<file path="config.mk">
export PLATFORM = sky130hd
export DESIGN_NAME = mux_scan_ctrl
export DESIGN_NICKNAME = d
export VERILOG_FILES = /design/src/rtl/mux_scan_ctrl.sv
export SDC_FILE = /design/constraint.sdc
export NUM_CORES = 1
export LEC_CHECK = 0
export ABC_AREA = 1
export BUFFER_PORTS_ARGS = -buffer_cell sky130_fd_sc_hd__buf_2
export CAP_MARGIN = 40
export CORE_UTILIZATION = 40
export DETAILED_ROUTE_END_ITERATION = 8
export GPL_TIMING_DRIVEN = 0
export PLACE_DENSITY_LB_ADDON = 0.2
export RECOVER_POWER = 100
export SETUP_SLACK_MARGIN = 0.02
export SLEW_MARGIN = 10
export SYNTH_ARGS = -nofsm -noshare
export SYNTH_HDL_FRONTEND = slang
export SYNTH_SLANG_ARGS = --single-unit
</file>
<file path="constraint.sdc">
create_clock -name clk -period 5.2 [get_ports clk]
set_clock_uncertainty 0.2 [all_clocks]
set_input_delay 0.52 -clock clk [delete_from_list [all_inputs] [get_ports clk]]
set_output_delay 0.52 -clock clk [all_outputs]
set_load 0.01 [all_outputs]
</file>
<file path="src/rtl/mux_scan_ctrl.sv">
// Scans a WIDTH-to-1 mux by stepping its select, samples the mux output and
// delivers the reassembled word on a valid/ready port; single-shot or continuous.
module mux_scan_ctrl #(
  parameter int WIDTH = 16,
  parameter int SEL_W = $clog2(WIDTH),
  parameter int DWELL = 1
) (
  input  logic             clk,
  input  logic             rst,
  input  logic             start,
  input  logic             cont,
  input  logic             abort,
  output logic [SEL_W-1:0] select,
  input  logic             outd,
  output logic [WIDTH-1:0] dout,
  output logic             dout_valid,
  input  logic             dout_ready,
  output logic             busy
);

  // state  | meaning
  // S_IDLE | waiting for start; select parked at 0
  // S_SCAN | stepping select, sampling outd on the last dwell cycle
  // S_HOLD | full word on dout, waiting for the consumer handshake
  typedef enum logic [1:0] {S_IDLE, S_SCAN, S_HOLD} state_t;

  localparam int CNT_W = (DWELL > 1) ? $clog2(DWELL) : 1;

  state_t           r_state;
  logic [SEL_W-1:0] r_sel;
  logic [CNT_W-1:0] r_cnt;
  logic             r_cont;
  logic [WIDTH-1:0] r_asm;
  logic [WIDTH-1:0] r_dout;
  logic             r_valid;
  logic             r_busy;

  logic             w_last_dwell;
  logic             w_last_sel;
  logic [WIDTH-1:0] w_word;

  assign w_last_dwell = (r_cnt == CNT_W'(DWELL - 1));
  assign w_last_sel   = (r_sel == SEL_W'(WIDTH - 1));

  // The final capture goes straight to dout, so merge the live bit here.
  always_comb begin
    w_word        = r_asm;
    w_word[r_sel] = outd;
  end

  always_ff @(posedge clk) begin
    if (rst) begin
      r_state <= S_IDLE;
      r_sel   <= '0;
      r_cnt   <= '0;
      r_cont  <= 1'b0;
      r_asm   <= '0;
      r_dout  <= '0;
      r_valid <= 1'b0;
      r_busy  <= 1'b0;
    end else begin
      case (r_state)
        S_IDLE: begin
          if (start && !abort) begin
            r_state <= S_SCAN;
            r_cont  <= cont;
            r_sel   <= '0;
            r_cnt   <= '0;
            r_asm   <= '0;
            r_busy  <= 1'b1;
          end
        end
        S_SCAN: begin
          if (abort) begin
            r_state <= S_IDLE;
            r_sel   <= '0;
            r_cnt   <= '0;
            r_asm   <= '0;
            r_busy  <= 1'b0;
          end else if (w_last_dwell) begin
            r_asm[r_sel] <= outd;
            r_cnt        <= '0;
            if (w_last_sel) begin
              r_dout  <= w_word;
              r_valid <= 1'b1;
              r_sel   <= '0;
              r_state <= S_HOLD;
            end else begin
              r_sel <= r_sel + 1'b1;
            end
          end else begin
            r_cnt <= r_cnt + 1'b1;
          end
        end
        S_HOLD: begin
          if (dout_ready) begin
            r_valid <= 1'b0;
            if (r_cont && !abort) begin
              r_state <= S_SCAN;
              r_sel   <= '0;
              r_cnt   <= '0;
              r_asm   <= '0;
            end else begin
              r_state <= S_IDLE;
              r_busy  <= 1'b0;
            end
          end else if (abort) begin
            r_valid <= 1'b0;
            r_state <= S_IDLE;
            r_busy  <= 1'b0;
          end
        end
        default: begin
          r_state <= S_IDLE;
          r_sel   <= '0;
          r_cnt   <= '0;
          r_valid <= 1'b0;
          r_busy  <= 1'b0;
        end
      endcase
    end
  end

  assign select     = r_sel;
  assign dout       = r_dout;
  assign dout_valid = r_valid;
  assign busy       = r_busy;

endmodule

</file>
* Word level (Yosys, flattened, before mapping) *
Cells that the tools add are included.

cells by class
  equal/unequal tests = 13
  muxes and demuxes = 41
  order comparisons = 2
  add/sub/neg operators = 2
  reductions and logical operators = 14
  bitwise operators = 3

operators with widths
  cell                                                                    number
  16-bit 2-to-1 mux                                                       5
  16-bit one-hot mux with 3 select lines                                  1
  4-bit 2-to-1 mux                                                        6
  16-bit bitwise mux                                                      1
  1-bit 2-to-1 mux                                                        16
  2-bit 2-to-1 mux                                                        6
  2-bit inequality test (second input constant)                           6
  3-bit inequality test (second input constant)                           4
  4-bit one-hot mux with 3 select lines                                   1
  4-bit AND reduction                                                     3
  5-bit AND reduction                                                     2
  1-bit one-hot mux with 3 select lines                                   3
  2-bit one-hot mux with 3 select lines                                   1
  4-bit by 5-bit < comparator with 1-bit output (second input constant)   1
  4-bit by 1-bit adder with 4-bit output (second input constant)          1
  1-bit demux with 4-bit select                                           1
  4-bit equality test (second input constant)                             1
  4-bit by 1-bit >= comparator with 1-bit output (second input constant)  1
  2-bit AND reduction                                                     2
  1-bit logical AND                                                       3
  1-bit NOT                                                               3
  3-bit AND reduction                                                     1
  3-bit nonzero test                                                      1
  2-bit by 1-bit equality test with 1-bit output (second input constant)  1
  other kinds (4)                                                         4

word-level totals
  output and inout port bits = 22
  bits of input ports = 7
  flip-flop bits (word level) = 42

* Logic depth before layout (Yosys ltp) *
  word-level depth = 8
  mapped depth = 9
  depth with buffers taken out = 8

* Least setup slack after synthesis *
OpenSTA, ideal clock, no wires.

  path type = reg-to-reg
  start point = reg r_sel[0] (netlist: select[0])
  end point = reg r_dout[10] (netlist: dout[10])
  setup slack = 3.454 ns
  library setup time = 0.132 ns
  stages on the path, launching flop included = 9
  period minus slack after synthesis = 1.746 ns
  arrival = 1.414 ns
  path through = dfxtp_1 -> ha_1 -> buf_2 -> nand3_1 -> inv_1 -> nand2_4 -> buf_6 -> nand2_1 -> a21oi_1

on the way
  word-level cells in the longest chain between the ends = 5
  elaborated cells between the ends (all ways) = 8

ends and longest elaborated chain
  what                                                                                                                                          line  text
  start: declaration                                                                                                                            30    logic [SEL_W-1:0] r_sel;
  start signal: assignment                                                                                                                      89    r_sel <= r_sel + 1'b1;
  4-bit by 5-bit < comparator with 1-bit output (implied by the code) / 4-bit by 1-bit >= comparator with 1-bit output (equally long branches)  48    w_word[r_sel] = outd;
  1-bit logical AND (implied by the code)                                                                                                       48
  1-bit 2-to-1 mux (implied by the code)                                                                                                        48
  1-bit demux with 4-bit select                                                                                                                 48
  16-bit bitwise mux                                                                                                                            48
  end signal: assignment                                                                                                                        84    r_dout <= w_word;
  end: declaration                                                                                                                              34    logic [WIDTH-1:0] r_dout;

Parallel ways exist; a longest one is shown, timed or not.
A chain may end at the register's enable or synchronous reset.

* Worst setup path in the final report *
Same ends and word-level chain as after synthesis.

==> reports/qor.csv <==
stage,metric,value,unit
status,status,"complete, no violations",
power,power.density,261.0,nW/um2
worst_setup_path,cpPeakStageDelay,0.49,ns
clocking,numCtsBuffers,5,
place,dpl.hpwl,3698,um
clocking,clk_latency,0.29,ns
synthesis,synth.most_common_cell,nand2_1,
finish,antenna_cells,0,
timing,max_freq,0.3830,GHz
timing,slew-limit-headroom,62.42,%
routing,top_layer,met4,
worst_setup_path,cp.required,5.22,ns
clocking,tritoncts,done,
clocking,cts-htree-levels,2,
finish,nNetsFinal,375,
timing,setup_viol,0,
synthesis,synth_cell_types,21,
timing,hold_violations,0,
synthesis,yosys.area.top_type,dfxtp_1,
synthesis,postSynth.asyncResetShare,0,%
worst_setup_path,path_class,reg2reg,
routing,wl_per_cell,11.74,um
global_routing,antenna_found_initial,0,
power,peakVddDrop,179.0,uV
place,dp.cells,426,
min_path,min_from,dout[7]$_SDFFE_PP0P_,
synthesis,synth_edf_count,0,
worst_setup_path,cp_slowest_cell,nor2_1,
synthesis,synth_area_leaders,"dfxtp_1 37%, nand2_1 19%, nand3_1 8.3%, a21oi_1 8.1%, inv_1 4.9%",
global_routing,overflow,0,
global_routing,grt_usage,19.34,%
clocking,clk_pin_slew,0.08,ns
worst_setup_path,worst_setup_path_start_kind,register,
clocking,clk_path_buf_depth,2,
floorplan,die_area,5696,um2
synthesis,ys_seq_area_share,37.08,%
timing,setup_slack,2.589,ns
routing,met2WireLength,2291,um
routing,drt_iter0_drc,68,
timing,drv_slew,0,
synthesis,synth_fp_nets,341,
worst_setup_path,critPathLaunch,select[0]$_SDFFE_PP0P_,
clocking,cts.root.buffer_cell,clkbuf_8,
clocking,postCtsHoldBufs,0,
synthesis,yosys-top-cells-count,"107 x nand2_1, 40 x dfxtp_1, 36 x nand3_1",
floorplan,die_h,75.48,um
global_routing,grt_pass1_vias,1784,
worst_setup_path,end_kind,register,
routing,via_per_inst,4.816,
place,pre_cts_ws,3.233,ns
power,finalPower,0.6296,mW
routing,postRouteAntennaNets,0,
timing,setup_tns,0,ns
routing,met1_length,2523,um
job,cap_violations,0,
timing,finalCriticalPeriod,2.611,ns
routing,routed-wl-met3,217,um
worst_setup_path,r2r-start,select[0]$_SDFFE_PP0P_,
floorplan,num_rows,26,
synthesis,ys_ff_latch,40,
synthesis,syn_area,2160,um2
place,place_congestion,0.8208,
synthesis,syn_area_per_cell,6.564,um2
clocking,ctsResizeCount,0,
floorplan,die_x,75.48,um
finish,layout-drive-gt1-share,7.143,%
synthesis,yosysTopAreaCellShare,37.08,%
place,io_buffer_count,27,
timing,period_share,50.21,%
synthesis,synth-warning-count,0,
finish,layout.cells.non_filler,434,
routing,via_count,2090,
min_path,min_path_type,reg2reg,
timing,worst_pin_slew,0.5616,ns
clocking,cts.sinks,40,
floorplan,core_area,5140,um2
clocking,cts_setup_buffers,0,
global_routing,grt_max_degree,14,
floorplan,top_level_ports,29,
routing,drcViolationCount,0,
worst_setup_path,critical_path_arrival,2.63,ns
floorplan,start_util,42.02,%
synthesis,ys.flop_type,dfxtp_1,
synthesis,syn_inst,329,
routing,detail_route.first_pass.iterations,4,
worst_setup_path,path_cells,"ha_1, clkbuf_1, nand3_1, nor2_1, clkbuf_1, nand2_1, a21oi_1",
timing,fin_hold_ws,0.2662,ns
power,p_leak,0.9637,nW
global_routing,grt_pass1_wl,8121,um
worst_setup_path,crit_top_cell,clkbuf_1,
timing,rsz0062_at_grt,false,
finish,syn2layout_area_growth,11.70,%
routing,drt-total-wl,5096,um
worst_setup_path,cp_max_fo,10,
## state kept, by name, summed over array words and instances, names as in the netlist
name / cells
select: 4
dout: 16
busy: 1
r_cont: 1
r_asm: 15
r_state: 2
dout_valid: 1
## through the flow
stage	instance area, um2	util, %
after floorplan	2160	-
after global placement	2382	46.35
after detailed placement	2382	46.35
after CTS	2494	48.52
after global routing	2412	46.93
final	2412	46.93
## placed cells by master (no fill, tap or decap), drive strengths merged
master,count
a21oi,35
clkbuf,37
ha,5
clkinv,3
bufinv,1
clkinvlp,1
inv,30
nand4,9
buf,12
or2,1
o21ai,13
nand2,110
nor2,29
nand3,37
dfxtp,40
a31oi,1
## power breakdown
| group | switching (mW) | internal (mW) |
|---|---|---|
| clock network | 0.112 | 0.142 |
| registers | 0.00453 | 0.311 |
| logic | 0.0418 | 0.0177 |
| total | 0.159 | 0.471 |
## critical path: cells and delay by family (launching register included)
family / cells / cell delay, ns
AO/OA/AOI/OAI: 1 / 0.13
adder cells (fa/ha/maj): 1 / 0.19
buffers and inverters: 2 / 0.76
flip-flops: 1 / 0.47
AND/OR/NAND/NOR: 3 / 0.80
## cell type report
type	instances	area (um2)
Sequential cell	40	800.8
Fill cell	575	2728
Clock buffer	5	68.82
Buffer	17	83.83
Tap cell	70	87.58
Inverter	32	120.1
Clock inverter	3	42.54
Multi-Input combinational cell	240	1101
Timing Repair Buffer	27	107.6
## final timing paths
check | end | slack (ns) | cells after the start
min reg2reg | dout[7]$_SDFFE_PP0P_ | 0.27 | 2
min | dout[7]$_SDFFE_PP0P_ | 0.27 | 2
max | dout[10]$_SDFFE_PP0P_ | 2.59 | 7
max reg2reg | dout[10]$_SDFFE_PP0P_ | 2.59 | 7
## layer usage
metal | vias up | track usage [%]
met5 | - | 0
met4 | 0 | 5.556
met3 | 4 | 3.968
met2 | 37 | 33.04
met1 | 927 | 24.70
li1 | 1122 | -
## cells by family after synthesis
group	Yosys count	synth area share, %
AOI/OAI and AO/OA	49	11.41
buffers and inverters	49	10.54
DFF	40	37.08
and+or+nand+nor	186	38.06
adders and majority gates	5	2.897
No activity file was read; power rests on OpenSTA's default activity.
